File: config.mk
export PLATFORM = sky130hd
export DESIGN_NAME = cheri_branch_sequencer
export DESIGN_NICKNAME = d
export VERILOG_FILES = /design/src/rtl/cheri_branch_sequencer.sv
export SDC_FILE = /design/constraint.sdc
export NUM_CORES = 1
export LEC_CHECK = 0
export BUFFER_PORTS_ARGS = -buffer_cell sky130_fd_sc_hd__buf_2
export CAP_MARGIN = 20
export CELL_PAD_IN_SITES_DETAIL_PLACEMENT = 0
export CELL_PAD_IN_SITES_GLOBAL_PLACEMENT = 1
export CORE_UTILIZATION = 39
export DETAILED_ROUTE_END_ITERATION = 16
export PLACE_DENSITY_LB_ADDON = 0.1
export SYNTH_ARGS = -nofsm -noshare
export SYNTH_HDL_FRONTEND = slang
export SYNTH_SLANG_ARGS = --single-unit
File: constraint.sdc
create_clock -name clk_i -period 3 [get_ports clk_i]
set_input_delay 0.6 -clock clk_i [delete_from_list [all_inputs] [get_ports clk_i]]
set_output_delay 0.6 -clock clk_i [all_outputs]
set_load 0.02 [all_outputs]
File: src/rtl/cheri_branch_sequencer.sv
// Buffers branch/jump operations from issue and presents one at a time to the CHERI branch unit.
// Define CHERI_BRANCH_SEQ_STATS_EN to add saturating mispredict/exception counters.
module cheri_branch_sequencer #(
  parameter int unsigned DEPTH         = 2,
  parameter int unsigned TRANS_ID_BITS = 3,
  parameter int unsigned PAYLOAD_W     = 64,
  parameter int unsigned CNT_W         = 32
) (
  input  logic                     clk_i,
  input  logic                     rst_ni,
  input  logic                     flush_i,
  input  logic                     req_valid_i,
  output logic                     req_ready_o,
  input  logic [TRANS_ID_BITS-1:0] req_trans_id_i,
  input  logic [PAYLOAD_W-1:0]     req_payload_i,
  output logic                     bu_valid_o,
  output logic [TRANS_ID_BITS-1:0] bu_trans_id_o,
  output logic [PAYLOAD_W-1:0]     bu_payload_o,
  input  logic                     bu_resolve_i,
  input  logic                     bu_mispredict_i,
  input  logic                     bu_ex_valid_i,
  output logic                     done_valid_o,
  output logic [TRANS_ID_BITS-1:0] done_trans_id_o,
  output logic                     done_kill_o,
  output logic                     flush_younger_o
`ifdef CHERI_BRANCH_SEQ_STATS_EN
  ,
  output logic [CNT_W-1:0]         stat_mispredict_o,
  output logic [CNT_W-1:0]         stat_cap_ex_o
`endif
);

  localparam int unsigned IDX_W = $clog2(DEPTH);
  localparam int unsigned PTR_W = IDX_W + 1;

  typedef enum logic [1:0] {
    S_IDLE,
    S_BUSY,
    S_SQUASH
  } state_e;

  typedef struct packed {
    logic [TRANS_ID_BITS-1:0] trans_id;
    logic [PAYLOAD_W-1:0]     payload;
  } entry_t;

  entry_t                   mem_q [DEPTH];
  entry_t                   head;
  logic   [PTR_W-1:0]       wptr_q, wptr_d, rptr_q, rptr_d;
  state_e                   state_q, state_d;
  logic                     full, push, kill, resolve_fire;
  logic                     done_valid_q, done_kill_q;
  logic [TRANS_ID_BITS-1:0] done_id_q;

  assign full = (wptr_q[PTR_W-1] != rptr_q[PTR_W-1]) &&
                (wptr_q[IDX_W-1:0] == rptr_q[IDX_W-1:0]);
  assign head = mem_q[rptr_q[IDX_W-1:0]];

  assign req_ready_o  = !full && (state_q != S_SQUASH) && !flush_i;
  assign push         = req_valid_i && req_ready_o;
  assign kill         = bu_mispredict_i || bu_ex_valid_i;
  assign resolve_fire = (state_q == S_BUSY) && bu_resolve_i && !flush_i;

  always_comb begin
    // NOTE: every signal written here gets a default first, so no path can infer a latch.
    state_d = state_q;
    wptr_d  = push ? wptr_q + 1'b1 : wptr_q;
    rptr_d  = rptr_q;
    if (flush_i) begin
      rptr_d  = wptr_q;
      state_d = S_IDLE;
    end else begin
      unique case (state_q)
        S_IDLE: begin
          if (wptr_d != rptr_d) state_d = S_BUSY;
        end
        S_BUSY: begin
          if (bu_resolve_i) begin
            rptr_d = rptr_q + 1'b1;
            if (kill)                  state_d = S_SQUASH;
            else if (wptr_d != rptr_d) state_d = S_BUSY;
            else                       state_d = S_IDLE;
          end
        end
        S_SQUASH: begin
          // Drops every younger entry, including one accepted alongside the kill.
          rptr_d  = wptr_q;
          state_d = S_IDLE;
        end
        default: state_d = S_IDLE;
      endcase
    end
  end

  // NOTE: the entry storage has no reset; pointers alone define which entries are live.
  always_ff @(posedge clk_i) begin
    if (push) mem_q[wptr_q[IDX_W-1:0]] <= '{trans_id: req_trans_id_i, payload: req_payload_i};
  end

  // NOTE: sequential state uses non-blocking assignments so all registers update together.
  always_ff @(posedge clk_i or negedge rst_ni) begin
    if (!rst_ni) begin
      state_q      <= S_IDLE;
      wptr_q       <= '0;
      rptr_q       <= '0;
      done_valid_q <= 1'b0;
      done_kill_q  <= 1'b0;
      done_id_q    <= '0;
    end else begin
      state_q      <= state_d;
      wptr_q       <= wptr_d;
      rptr_q       <= rptr_d;
      done_valid_q <= resolve_fire;
      done_kill_q  <= resolve_fire && kill;
      if (resolve_fire) done_id_q <= head.trans_id;
    end
  end

  assign bu_valid_o      = (state_q == S_BUSY);
  assign bu_trans_id_o   = bu_valid_o ? head.trans_id : '0;
  assign bu_payload_o    = bu_valid_o ? head.payload  : '0;
  assign done_valid_o    = done_valid_q;
  assign done_trans_id_o = done_id_q;
  assign done_kill_o     = done_kill_q;
  assign flush_younger_o = (state_q == S_SQUASH);

`ifdef CHERI_BRANCH_SEQ_STATS_EN
  logic [CNT_W-1:0] stat_mis_q, stat_ex_q;

  // Counters saturate and deliberately survive flush_i.
  always_ff @(posedge clk_i or negedge rst_ni) begin
    if (!rst_ni) begin
      stat_mis_q <= '0;
      stat_ex_q  <= '0;
    end else begin
      if (resolve_fire && bu_mispredict_i && (stat_mis_q != '1)) stat_mis_q <= stat_mis_q + 1'b1;
      if (resolve_fire && bu_ex_valid_i   && (stat_ex_q  != '1)) stat_ex_q  <= stat_ex_q + 1'b1;
    end
  end

  assign stat_mispredict_o = stat_mis_q;
  assign stat_cap_ex_o     = stat_ex_q;
`endif

endmodule

==> results.md, run 1 <==
- Synth top cells by count: 134 x edfxtp_1, 77 x nor2_1, 68 x mux2i_1, 11 x dfrtp_1, 9 x buf_2
- Ratio of cells with drive above 1 in the final layout: 37.5%
- VDD IR max: 437 uV
- Delay-heaviest family, CP: simple AND/OR/NAND/NOR gates
- Hold Buf Count CTS: 0
- # nets final: 573
- Main flop type after synthesis: edfxtp_1
- FF+latch count, synth: 145
- Hold WS: approximately 57 ps
- DP Wirelength: about 6500 um
- Final GP Congestion: 0.795
- Comb power frac: between 30% and 40%
- Final cycle utilization of the critical path: approximately 85%
- # IOs: roughly 150
- CTS sink cnt: 145
- Syn Inst Count: approximately 340
- Synth top area cells: edfxtp_1 72%, mux2i_1 12%, nor2_1 5.2%, dfrtp_1 4.9%, buf_2 0.80%
- Synth unique cells: 28
- Grt ovf: 0
- Switching part of the total: 33.5%
- Relative slew slack: 64.0%
- Number of H-tree levels: 4
- Setup bufs post-CTS: 0
- Core Region: 13900 um2
- Starting density of the core: around two fifths
- Final Critical Period: 2550 ps
- Clk Latency, worst-skew pair: 410 ps
- Status: complete, no violations
- Layout area overhead: 28.6%
- Largest net degree at the start of global routing: 75
- Sequential area share after synthesis: 76.6%
- Largest area contributor in the netlist: edfxtp_1
- Arr. time, crit path: 1950 ps
- Required time worst endpoint: 2400 ps
- Slew Viols, Final: 0
- Crit path buf inv count: 2
- Min-delay worst type: primary input to asynchronous set/reset pin
- Startpoint types: register
- Routed vias: about 3300
- Slew @ Worst Pin: 539 ps
- Number of detailed-route iterations in the first pass: 4
- Avg WL per Cell: roughly 15 um
- Die ar.: 14900 um2
- PD cells: a little over 1000 nW/um2
- Total Routing Usage GR: 15.1%
- R2R Setup Slk: 830 ps
- Max stage delay on crit path: 440 ps
- FMAX: 392 MHz
- Yosys Warn Count: 0
- Via density: 4.71
- CP max-delay cell: nand2b_2
- Syn nets: 418
- PortBufs: 148
- Static Leak: 3.04 nW
- Root Buffer: clkbuf_16
- Critical Path Fanout Max: 45
- FFs w/ async S/R, synth: under 10%
- Drt total wl: roughly 11000 um
- Max Cap Viol: 0
- Worst Clk Skew: 5.28 ps
- CTS resizes: 0
- Net Sw Power: 2.46 mW
- Synth Area per Inst: 16.4 um2
- Setup TNS: 0 ps
- Cell count after placement: 658
- Die Ht: between 100 and 150 um
- Final hold vios: 0
- RSZ-0062 raised after global routing: no
- Power Internal: between 4 and 5 mW
- Clock buffer count from CTS: 17
- Most frequent cell after synthesis: edfxtp_1
- Antenna-violating nets left: 0
- Detailed-route DRC error count: 0
- Inserted Diodes: 0
- Critical path cell sequence: nand2b_2 > buf_12 > nor2_1 > buf_2
- Clk buf depth: 2
- Worst setup EP type: output pin
- Number of flops mapped to enable cells by yosys: 134
- Worst setup path class: register to output pin
- Clock Power Share: 29.0%
- CTS tree: done
- Setup violators final: 0
- CTS clk-pin slew, worst paths: about 60 ps
- Rows: 43
- Sequential share of power: 37.3%
- First-pass GRT wire length: approximately 16000 um
- Final non-filler cell total: between 600 and 700
- Die Wd: 122 um
- Vias in the first global route: ~3200
- Number of DRC markers in iteration 0: 144
- Initial antenna violation count: 0
- Mapped Area: around 5600 um2
- Share of the synthesized area in the top cell type: 71.7%
-- layer usage --
metal	GRT usage [%]	vias to the layer above	share of wire (%)
met5	0	-	0
met4	9.10	0	2.6
met3	5.06	18	6.3
met2	24.5	95	50
met1	17.4	1575	41
li1	-	1565	-
-- through the flow --
step	setup WS [ps]	total power [mW]	util, %	instance area (um2)
5_1_grt	291	7.74	51.8	7220
2_1_floorplan	-537	4.49	-	5610
3_3_place_gp	764	5.29	47.5	6620
4_1_cts	393	7.46	51.8	7220
3_5_place_dp	699	5.31	47.5	6620
6_report	447	7.34	51.8	7220
-- layout make-up --
| type | instances | area, um2 |
|---|---|---|
| Sequential cell | 145 | 4300 |
| Clock buffer | 19 | 433 |
| Clock inverter | 13 | 168 |
| Fill cell | 1242 | 6720 |
| Inverter | 3 | 11.3 |
| Tap cell | 180 | 225 |
| Multi-Input combinational cell | 178 | 1260 |
| Timing Repair Buffer | 152 | 821 |
-- power groups by stage --
stage | Combinational, mW | Clock [mW] | Sequential [mW]
2_1_floorplan | 1.69 | 0 | 2.80
3_3_place_gp | 2.52 | 0 | 2.77
3_5_place_dp | 2.53 | 0 | 2.78
4_1_cts | 2.53 | 2.19 | 2.74
5_1_grt | 2.70 | 2.26 | 2.78
6_report | 2.47 | 2.13 | 2.74
-- cell usage in the layout, fill, tap and decap left out, drive strengths merged, types with 3 or more instances in the layout --
cell    count
inv         3
bufinv      4
clkinv      7
edfxtp    134
dfrtp      11
nor2       78
buf       152
a21oi       5
nand2       3
xnor2       4
and2        3
mux2i      68
clkbuf     19
xor2        3
-- worst paths after layout --
| check | startpoint | end | cells past startpoint |
|---|---|---|---|
| worst max-delay path | state_q[1] | bu_payload_o[14] | 4 |
| worst min-delay path | rst_ni | wptr_q[0] | 1 |
| worst max register to register | wptr_q[1] | mem_q[1][65] | 5 |
| worst min register to register | done_trans_id_o[2] | done_trans_id_o[2] | 2 |
| max in group asynchronous | rst_ni | rptr_q[0] | 1 |
| min in group clk_i | req_payload_i[13] | mem_q[1][13] | 1 |
-- worst register-to-register path: stages (launching register included) --
cell,delay [ps]
dfrtp_1,440
xor2_2,220
a211oi_1,280
and2_1,270
ha_4,240
buf_12,310
-- state kept, by name, indices dropped and copies added, names as in the netlist --
name	cells
state_q	2
rptr_q	2
done_trans_id_o	3
mem_q	134
done_valid_o	1
done_kill_o	1
wptr_q	2
-- logic make-up after synthesis --
group	Yosys count	share of synthesized area, %
fa+ha+maj	2	0.446
mux	69	12.3
xor+xnor	7	1.23
flops	145	76.6
buf+inv	19	1.47
simple gates	90	6.67
compound gates	10	1.25
(Power assumes the default switching activity.)
==> inputs of run 2 (changes only) <==
--- a/config.mk
+++ b/config.mk
@@ -11,6 +11,7 @@
 export CELL_PAD_IN_SITES_GLOBAL_PLACEMENT = 1
 export CORE_UTILIZATION = 39
 export DETAILED_ROUTE_END_ITERATION = 16
+export GPL_TIMING_DRIVEN = 0
 export PLACE_DENSITY_LB_ADDON = 0.1
 export SYNTH_ARGS = -nofsm -noshare
 export SYNTH_HDL_FRONTEND = slang
==> results.md, run 2 (synthesis results as in run 1) <==
- Status: complete, no violations
- Core Util, Final: 52.1%
- R2r worst-path depth: 5
- Setup TNS: 0 ps
- CTS sink cnt: between 100 and 150
- Root Buffer: clkbuf_16
- Slew @ Worst Pin: slightly below 500 ps
- Worst setup path end: bu_payload_o[46]
- Final Critical Period: 2800 ps
- Worst Setup Slack post-DPL: 584 ps
- Dpl cell area: 6640 um2
- Max Cap Viol: 0
- Final non-filler cell total: between 700 and 800
- Critical Path Fanout Max: 10
- CTS clk-pin slew, worst paths: 60 ps
- CTS resizes: 0
- Via density: about 4.8
- Clock buffer count from CTS: 17
- Min-delay worst type: primary input to asynchronous set/reset pin
- Commonest non-fill, non-tap cell in the layout: buf_2
- Hold WS: 52.5 ps
- Grt ovf: 0
- Drt total wl: 10900 um
- PD cells: 1030 nW/um2
- Finished Cell Area: between 7000 and 8000 um2
- Ratio of cells with drive above 1 in the final layout: approximately 37%
- Largest net degree at the start of global routing: 40
- VDD IR max: 447 uV
- Total Routing Usage GR: 15.5%
- Worst setup EP type: output pin
- Die Wd: ~120 um
- Arr. time, crit path: 2200 ps
- Die ar.: 14900 um2
- Clk Latency, worst-skew pair: 410 ps
- Launch point of the worst path: state_q[0]
- Static Leak: 3.08 nW
- Number of detailed-route iterations in the first pass: 5
- CTS tree: done
- Worst setup margin: approximately 200 ps
- Rows: between 40 and 50
- Layout area overhead: 29.5%
- First-pass GRT wire length: 16500 um
- CP max-delay cell: buf_1
- Avg WL per Cell: 15.5 um
- Core Region: 13900 um2
- Relative slew slack: around 67%
- Worst setup path class: register to output pin
- Vias in the first global route: 3271
- Inserted Diodes: 0
- Worst Clk Skew: 3.80 ps
- Routed vias: 3351
- Clk buf depth: 2
- # IOs: 149
- PortBufs: 148
- Final hold vios: 0
- FMAX: 357 MHz
- Initial antenna violation count: 1
- Final GP Congestion: 0.743
- Number of H-tree levels: 4
- # nets final: 587
- Most frequent CP cell: buf_2
- Critical path cell sequence: nand2b_1 > clkbuf_1 > buf_2 > buf_1 > nor2_1 > buf_2
- Hold Buf Count CTS: 0
- RSZ-0062 raised after global routing: no
- Largest register FFs: about 130
- Max stage delay on crit path: 430 ps
- Required time worst endpoint: 2400 ps
- Die Ht: 122 um
- Antenna-violating nets left: 0
- Setup violators final: 0
- Startpoint types: register
- Worst R2R Start: wptr_q[1]
- DP Wirelength: slightly above 7000 um
- Final cycle utilization of the critical path: 93.5%
- Commonest non-fill, non-tap cells in the layout: 157 x buf_2, 134 x edfxtp_1, 77 x nor2_1
- Cell count after placement: roughly 670
- Post-route total power: 7.45 mW
- Detailed-route DRC error count: 0
- Number of DRC markers in iteration 0: 147
- Slew Viols, Final: 0
- Setup bufs post-CTS: 0
- Starting density of the core: 40.3%
- R2R Setup Slk: 720 ps
- Terminus of the critical flop-to-flop path: mem_q[1][46]
[run 2: cell count changes in the layout (fill, tap and decap cells not counted)]
cell / change
buf_2: +9
buf_1: +3
clkbuf_1: +3
buf_12: -2
clkinv_2: -2
bufinv_16: +1
clkinv_1: +1
clkinv_4: +1
clkinvlp_4: -1
dfrtp_1: +1
dfrtp_4: -1
nand2b_1: +1
nand2b_2: -1
[run 2: critical path, delay by kind of cell (launching register included)]
kind / cells / cell delay [ps]
flops: 1 / 420
simple gates: 2 / 200
buf+inv: 4 / 1170
[run 2: how the worst min path moves through the flow]
stage,from,cells after the start,endpoint,slack (ps)
floorplan,rst_ni,0,done_kill_o,300
global placement,rst_ni,1,done_valid_o,490
detailed placement,rst_ni,1,done_trans_id_o[1],490
CTS,rst_ni,1,done_kill_o,40
global route,rst_ni,1,done_trans_id_o[1],60
finish,rst_ni,1,state_q[1],50
[run 2: area by class of cell]
cell class	instances	area, um2
Buffer	16	71.3
Clock buffer	18	429
Clock inverter	13	193
Fill cell	1250	6670
Inverter	3	11.3
Multi-Input combinational cell	178	1250
Sequential cell	145	4300
Tap cell	180	225
Timing Repair Buffer	150	781
[run 2: report_power, final]
part,internal (mW),switching (mW)
registers,2.61,0.125
logic,0.896,1.60
clock network,1.46,0.761
total,4.97,2.48
[run 2: routing by layer]
metal  track usage [%]  share of wire, %  vias to the layer above
met1              18.2                41                     1619
met3              6.13               8.3                       19
met4              7.64               2.0                        2
met5                 0             0.073                        -
li1                  -                 -                     1595
met2              24.5                49                      116
